`config.mk`:
```
export PLATFORM = sky130hd
export DESIGN_NAME = countdown_timer
export DESIGN_NICKNAME = d
export VERILOG_FILES = /design/src/rtl/countdown_pkg.sv /design/src/rtl/countdown_prescaler.sv /design/src/rtl/countdown_timer.sv
export SDC_FILE = /design/constraint.sdc
export NUM_CORES = 1
export LEC_CHECK = 0
export ABC_AREA = 1
export BUFFER_PORTS_ARGS = -buffer_cell sky130_fd_sc_hd__buf_2
export CAP_MARGIN = 20
export CORE_UTILIZATION = 45
export CTS_BUF_LIST = sky130_fd_sc_hd__clkbuf_16
export DETAILED_ROUTE_END_ITERATION = 6
export GPL_ROUTABILITY_DRIVEN = 0
export GPL_TIMING_DRIVEN = 0
export PLACE_DENSITY = 0.84
export SYNTH_ARGS = -nofsm -noshare
export SYNTH_HDL_FRONTEND = slang
export SYNTH_SLANG_ARGS = --single-unit
```
`constraint.sdc`:
```
create_clock -name clk -period 1.2 [get_ports clk]
set_clock_uncertainty 0.1 [all_clocks]
set_input_delay 0 -clock clk [delete_from_list [all_inputs] [get_ports clk]]
set_output_delay 0 -clock clk [all_outputs]
set_load 0.05 [all_outputs]
```
`src/rtl/countdown_pkg.sv`:
```
// countdown_pkg
// Shared type definitions for the countdown_timer block.
//   cd_state_e : controller state (IDLE, RUN, PAUSED)
package countdown_pkg;

    typedef enum logic [1:0] {
        IDLE   = 2'd0,
        RUN    = 2'd1,
        PAUSED = 2'd2
    } cd_state_e;

endpackage

```
`src/rtl/countdown_prescaler.sv`:
```
// countdown_prescaler
// Divides the clock into decrement opportunities for countdown_timer.
// The internal counter walks 0..PRESCALE-1 while en is high and flags the
// last phase combinationally so the parent can register the resulting tick.
// Ports:
//   clk      : clock, rising edge
//   rst_n    : asynchronous active-low reset
//   en       : advance the prescaler this cycle (low = freeze phase)
//   clr      : return the phase to 0 (wins over en)
//   tick_due : a tick falls on the coming edge (equals en when PRESCALE = 1)
module countdown_prescaler
    import countdown_pkg::*;
#(
    parameter int PRESCALE = 1
) (
    input  logic clk,
    input  logic rst_n,
    input  logic en,
    input  logic clr,
    output logic tick_due
);

    localparam int CW = (PRESCALE > 1) ? $clog2(PRESCALE) : 1;
    localparam logic [CW-1:0] LAST = CW'(PRESCALE - 1);

    logic [CW-1:0] phase_reg;
    logic          at_last;

    assign at_last  = (phase_reg == LAST);
    // With no division every enabled cycle is a tick.
    assign tick_due = en && ((PRESCALE == 1) || at_last);

    always_ff @(posedge clk or negedge rst_n) begin
        if (!rst_n) begin
            phase_reg <= '0;
        end else if (clr) begin
            phase_reg <= '0;
        end else if (en) begin
            phase_reg <= at_last ? '0 : phase_reg + CW'(1);
        end
    end

endmodule

```
`src/rtl/countdown_timer.sv`:
```
// countdown_timer
// Loadable, prescaled down-counter with pause, abort and optional
// auto-reload. Do-while semantics: at least one tick elapses before done,
// even for a load value of 0. All outputs are registered.
// Ports:
//   clk         : clock, rising edge
//   rst_n       : asynchronous active-low reset
//   start       : load load_val and (re)start counting
//   load_val    : start value, captured on start
//   pause       : level-sensitive freeze while running
//   abort       : cancel, clear count, return to IDLE
//   auto_reload : on done, reload the captured value and keep running
//   count       : current count
//   busy        : high in RUN or PAUSED
//   tick        : one-cycle pulse on each decrement event
//   done        : one-cycle pulse when count reaches 0
module countdown_timer
    import countdown_pkg::*;
#(
    parameter int WIDTH    = 4,
    parameter int PRESCALE = 1
) (
    input  logic             clk,
    input  logic             rst_n,
    input  logic             start,
    input  logic [WIDTH-1:0] load_val,
    input  logic             pause,
    input  logic             abort,
    input  logic             auto_reload,
    output logic [WIDTH-1:0] count,
    output logic             busy,
    output logic             tick,
    output logic             done
);

    cd_state_e        state_reg, state_next;
    logic [WIDTH-1:0] count_reg, count_next;
    logic [WIDTH-1:0] reload_reg, reload_next;
    logic             busy_reg, busy_next;
    logic             tick_reg, tick_next;
    logic             done_reg, done_next;

    logic             presc_en;
    logic             presc_clr;
    logic             tick_due;
    logic [WIDTH-1:0] count_dec;

    // The prescaler only advances on cycles that actually count: abort and
    // start reset its phase instead, and pause freezes it.
    assign presc_en  = (state_reg != IDLE) && !pause && !abort && !start;
    assign presc_clr = abort || start;

    countdown_prescaler #(
        .PRESCALE (PRESCALE)
    ) u_prescaler (
        .clk      (clk),
        .rst_n    (rst_n),
        .en       (presc_en),
        .clr      (presc_clr),
        .tick_due (tick_due)
    );

    // Saturating decrement: a zero load stays at zero rather than wrapping.
    assign count_dec = (count_reg == '0) ? '0 : count_reg - WIDTH'(1);

    always_comb begin
        state_next  = state_reg;
        count_next  = count_reg;
        reload_next = reload_reg;
        tick_next   = 1'b0;
        done_next   = 1'b0;

        if (abort) begin
            state_next = IDLE;
            count_next = '0;
        end else if (start) begin
            state_next  = RUN;
            count_next  = load_val;
            reload_next = load_val;
        end else begin
            unique case (state_reg)
                RUN, PAUSED: begin
                    if (pause) begin
                        state_next = PAUSED;
                    end else begin
                        // Leaving PAUSED counts on the same edge so pause
                        // cycles add exactly one cycle each to the latency.
                        state_next = RUN;
                        if (tick_due) begin
                            tick_next  = 1'b1;
                            count_next = count_dec;
                            if (count_dec == '0) begin
                                done_next = 1'b1;
                                if (auto_reload) begin
                                    count_next = reload_reg;
                                end else begin
                                    state_next = IDLE;
                                end
                            end
                        end
                    end
                end
                default: begin
                    state_next = IDLE;
                end
            endcase
        end

        busy_next = (state_next != IDLE);
    end

    always_ff @(posedge clk or negedge rst_n) begin
        if (!rst_n) begin
            state_reg  <= IDLE;
            count_reg  <= '0;
            reload_reg <= '0;
            busy_reg   <= 1'b0;
            tick_reg   <= 1'b0;
            done_reg   <= 1'b0;
        end else begin
            state_reg  <= state_next;
            count_reg  <= count_next;
            reload_reg <= reload_next;
            busy_reg   <= busy_next;
            tick_reg   <= tick_next;
            done_reg   <= done_next;
        end
    end

    assign count = count_reg;
    assign busy  = busy_reg;
    assign tick  = tick_reg;
    assign done  = done_reg;

endmodule
```
# After elaboration in Yosys (flattened, before gate mapping)
# Index checks and enable logic that the tools add are counted.
[word_totals]
reg_bits = 13
inputBits = 10
out_inout_bits = 7
word_cells = 52
[op_classes]
n_addsub = 1
n_eq_ne = 3
mux = 26
n_bitwise = 1
n_reduce_logical = 15
[op_table]
columns = ["cell", "count"]
rows = [
  ["$mux 4", 8],
  ["$mux 1", 14],
  ["$logic_not 4->1", 2],
  ["$mux 2", 4],
  ["$reduce_bool 3->1", 2],
  ["$reduce_bool 2->1", 2],
  ["$sub 4x1->4 const B", 1],
  ["$logic_and 1x1->1", 3],
  ["$logic_not 1->1", 3],
  ["$ne 3x2->1 const B", 1],
  ["$reduce_and 3->1", 1],
  ["$eq 2x1->1 const B", 1],
  ["$eq 2x2->1 const B", 1],
  ["$reduce_and 2->1", 1],
  ["$reduce_or 2->1", 1],
  ["$not 1->1", 1],
]

# Logic depth before layout (Yosys ltp)
[logic_depth]
depth_word = 10
ltp_mapped = 8
mapped_depth_nobuf = 8

# By module
# A second synthesis with hierarchy kept.
[unflattened]
cells_unflattened = 89
hier_area_um2 = 701.9
[modules_own_cells]
columns = ["mod", "instances", "cells_each", "area_each_um2", "seq_area_each_um2"]
rows = [
  ["countdown_timer", 1, 88, 694.4, 325.3],
  ["countdown_prescaler", 1, 1, 7.5, 0.0],
]

# Worst setup path before layout
# No wires, ideal clock.
[synth_timing]
kind = "reg2reg"
from = "register count_reg[2], in the netlist count[2]"
to = "register busy_reg, in the netlist busy"
setup_ns = 0.127
t_arrival_ns = 1.220
t_required_ns = 0.973
slack_ns = -0.246
stages_incl_launch_ff = 7
n_path_buf = 0
period_less_slack_ns = 1.446
path_cell_list = "dfrtp_1 > nor2_4 > inv_2 > nor2_2 > nand2_1 > o21ai_2 > nand3b_1"
[synth_between]
elab_chain_len = 10
word_cells_on_any_way = 11
classes_between = "1 x add/sub; 7 x mux; 3 x reduce/logical"
[synth_lines]
columns = ["item", "line", "text"]
rows = [
  ["start: declaration", "countdown_timer.sv:37", "logic [WIDTH-1:0] count_reg, count_next;"],
  ["start signal: assignment", "countdown_timer.sv:122", "count_reg <= count_next;"],
  ["$sub 4x1->4 / $logic_not 4->1 (equally long branches)", "countdown_timer.sv:64", "assign count_dec = (count_reg == '0) ? '0 : count_reg - WIDTH'(1);"],
  ["$mux 4 (*)", "countdown_timer.sv:64", ""],
  ["$logic_not 4->1 (*)", "countdown_timer.sv:92", "if (count_dec == '0) begin"],
  ["$mux 1 (*)", "countdown_timer.sv:92", ""],
  ["$mux 1 (*)", "countdown_timer.sv:89", "if (tick_due) begin"],
  ["$mux 2 (*)", "countdown_timer.sv:83", "if (pause) begin"],
  ["$mux 2 (*)", "countdown_timer.sv:81", "unique case (state_reg)"],
  ["$mux 2 (*)", "countdown_timer.sv:76", "end else if (start) begin"],
  ["$mux 2 (*)", "countdown_timer.sv:73", "if (abort) begin"],
  ["$reduce_bool 2->1 (*)", "countdown_timer.sv:109", "busy_next = (state_next != IDLE);"],
  ["named net busy_next", "countdown_timer.sv:39", "logic busy_reg, busy_next;"],
  ["end signal: assignment", "countdown_timer.sv:124", "busy_reg <= busy_next;"],
  ["end: declaration", "countdown_timer.sv:39", ""],
]
# Mark *: on every way through the listed nets, which the timed path passes. The rest lies on a longest branch.
# A chain may end at the register's enable or synchronous reset.

# Final worst setup path
[layout_timing]
from = "register state_reg[0]"
to = "register count_reg[3], in the netlist count[3]"
[layout_between]
elab_chain_len = 6
word_cells_on_any_way = 10
classes_between = "2 x eq/ne; 8 x reduce/logical"
[layout_lines]
columns = ["item", "line", "text"]
rows = [
  ["start: declaration", "countdown_timer.sv:36", "cd_state_e state_reg, state_next;"],
  ["start signal: assignment", "countdown_timer.sv:121", "state_reg <= state_next;"],
  ["$reduce_bool 2->1", "countdown_timer.sv:50", "assign presc_en = (state_reg != IDLE) && !pause && !abort && !start;"],
  ["$logic_and 1x1->1 (3 in a row)", "countdown_timer.sv:50", ""],
  ["$reduce_bool 3->1 (no line)", "--", ""],
  ["$reduce_and 3->1 (no line) (*)", "--", ""],
]
# Mark *: on every way between the ends. The rest lies on a longest branch, timed or not.

==> qor.txt <==
Site Rows - 13
post-synth design cell area - 698 um2
htree depth - 1
Crit path buffers/inverters - 1
Startpoint Class - flip-flop
Netlist cell types - 17
Cell Pwr Density - 1440 nW/um2
met2 wire len - 1060 um
largest net degree at the start of global routing - 14
most used cell, CP - nand3_2
CTS tree - yes
Via density - 5.35
Worst-path clk slew - 0.05 ns
Final period util - 112%
part of the Yosys area used for sequential elements - 46.6%
Synth Area per Inst - 7.67 um2
Cells after Synth - 91
crit-path cells - inv_2 > ha_4 > nand2_4 > nor2_4 > nand3_2 > nand3_2 > nand2_1
# diodes - 0
net count after synthesis - 102
f_max - 747 MHz
Simple-Gate Fraction of Synth Area - 39.4%
ys flop type - dfrtp_1
final core occ - 81.6%
worst-margin pin slew - 0.307 ns
Pwr Total - 1.60 mW
Rel. slew slack - 79.5%
final slew viol count - 0
top cells by area, synth - dfrtp_1 (47%), nand2_1 (19%), inv_1 (6.5%)
Initial Utilization - 51.1%
final setup TNS - -0.712 ns
Pleak - 0.604 nW
via count - 776
Max Used Layer - met4
Yosys Warn Count - 0
largest family of logic cells by synthesized area - simple AND/OR/NAND/NOR gates
Longest Clk Path Bufs - 2
top cell type's share of synthesized area - 46.6%
critical path's largest stage delay - 0.35 ns
flops & latches, synth - 13
top-count cell post-synth - nand2_1
xor-xnor portion of the synthesized cell area - 0%
Synth async-reset ratio - 100%
status - complete, but fails checks
top cells by count, synth - nand2_1 (35), dfrtp_1 (13), inv_1 (12), nor2_1 (6)
kind of critical path - reg2reg
post-synthesis mux area share - 0%
wire length on met3 - 119 um
Detailed Route WL - 2110 um
CTS sink count - 13
die area - 1710 um2
Worst EP arrival - 1.37 ns
nets@finish - 142
initial antenna violation count - 0
IO Pins - 17
Final Hold Fails - 0
first-pass GRT wire length - 2920 um
Antenna Violating Nets Remaining - 0
Final Worst Setup Slack - -0.139 ns
total CTS buffers - 3
post-DR wirelength/cell - 14.6 um
post-synthesis compound-gate area fraction - 4.66%
failing checks - negative setup slack
fin crit period - 1.34 ns
PortBufs - 16
CP endpoint kind - flip-flop
family with the most delay on the worst path - simple AND/OR/NAND/NOR gates
VDD IR max - 1.17 mV
root buffer cell - clkbuf_16
Detailed Place HPWL - 1020 um
Worst-Skew Late Latency - 0.25 ns
Hold Path Class - in2reg
WP data required - 1.23 ns
Setup WS pre-CTS - -0.185 ns
chip height - 41.4 um
share of cells above drive strength 1 - 43.1%
core area - 1370 um2
RSZ-0062 raised after global routing - true
initial DRC count - 43
die width - 41.4 um
met1 wire length - 838 um
number of global-route vias before repair - 646
max cap viols - 0
post-synth top area cell - dfrtp_1
Finish-stage setup viols - 7
area share of fa/ha/maj cells after synthesis - 1.79%
drt pass-1 iters - 4
CP max FO - 3
Post-synth EDFFs - 0
critical path's slowest cell - dfrtp_1
aggregate global-route resource usage - 28.7%
Final Hold Slack - 0.0107 ns
gr ovfl total - 0
DR DRC count - 0
Area Growth Syn to Fin - 59.7%
==> final cells by class <==
class / count / area, um2
clock buffer: 3 / 75.1
clock inverter: 1 / 3.75
fill: 86 / 251
inverter: 14 / 55.1
multi-input combinational: 64 / 385
sequential: 13 / 330
tap: 15 / 18.8
timing repair buffer: 35 / 246
==> path summary, 6_finish.rpt <==
path                                           startpoint                        end  slack, ns  depth (start not counted)
worst min register to register  reload_reg[3]$_DFFE_PN0P_  reload_reg[3]$_DFFE_PN0P_       0.39                          2
worst max register to register     state_reg[0]$_DFF_PN0_       count[3]$_DFFE_PN0P_      -0.14                          7
max in group asynchronous                           rst_n       count[0]$_DFFE_PN0P_       0.67                          2
min in group asynchronous                           rst_n  reload_reg[3]$_DFFE_PN0P_       0.07                          2
worst min-delay path                                pause     state_reg[1]$_DFF_PN0_       0.01                          3
worst max-delay path               state_reg[0]$_DFF_PN0_       count[3]$_DFFE_PN0P_      -0.14                          7
==> kinds of logic after synthesis <==
family,after synthesis
flops,13
compound gates,5
fa+ha+maj,1
simple gates,58
buf+inv,14
==> through the flow <==
stage	area [um2]	cells
finish	1110	145
global route	1110	145
CTS	1020	137
detailed placement	815	122
global placement	815	122
floorplan	716	91
==> layer usage <==
layer,track usage (%),vias to the layer above
li1,-,363
met1,32.2,362
met2,44.9,38
met3,6.91,13
met4,25.0,0
met5,0,-
==> power breakdown <==
group          internal (mW)  total (mW)  leakage (nW)  switching, mW
Combinational          0.163       0.437         0.399          0.273
Sequential             0.483       0.522         0.163         0.0395
Clock                  0.441       0.642        0.0423          0.201
Total                   1.09        1.60         0.604          0.514
==> worst min-delay path: stages <==
cell and delay [ns]:
buf_2 0.11, inv_1 0.12, nor2_1 0.08
==> what timing repair did <==
item	4_1_cts	5_1_grt
setup buffers	3	8
endpoints found under the hold margin	22	0
hold buffers	8	0
gates resized for setup	9	9
endpoints found under the setup margin	7	7
pin swaps	8	10
==> cells in the final DEF (no fill, tap or decap) <==
cell type	synthesis	layout
ha_4	0	1
o21ai_4	0	1
buf_6	0	1
nand2_2	1	2
nand3_2	0	2
a21oi_1	1	1
dfrtp_2	0	4
nor2_1	6	4
dlygate4sd3_1	0	8
nand2_4	1	2
nand2_1	35	33
nor2_4	3	7
nand3_1	4	2
nor3_1	1	1
dfrtp_1	13	9
o21ai_0	2	2
buf_2	0	16
nand3b_1	1	1
inv_4	0	1
clkbuf_16	0	3
o21ai_2	2	1
buf_4	0	10
inv_2	2	5
nand4_1	4	4
inv_1	12	9
Note: power is estimated with default switching activity, not from simulation.
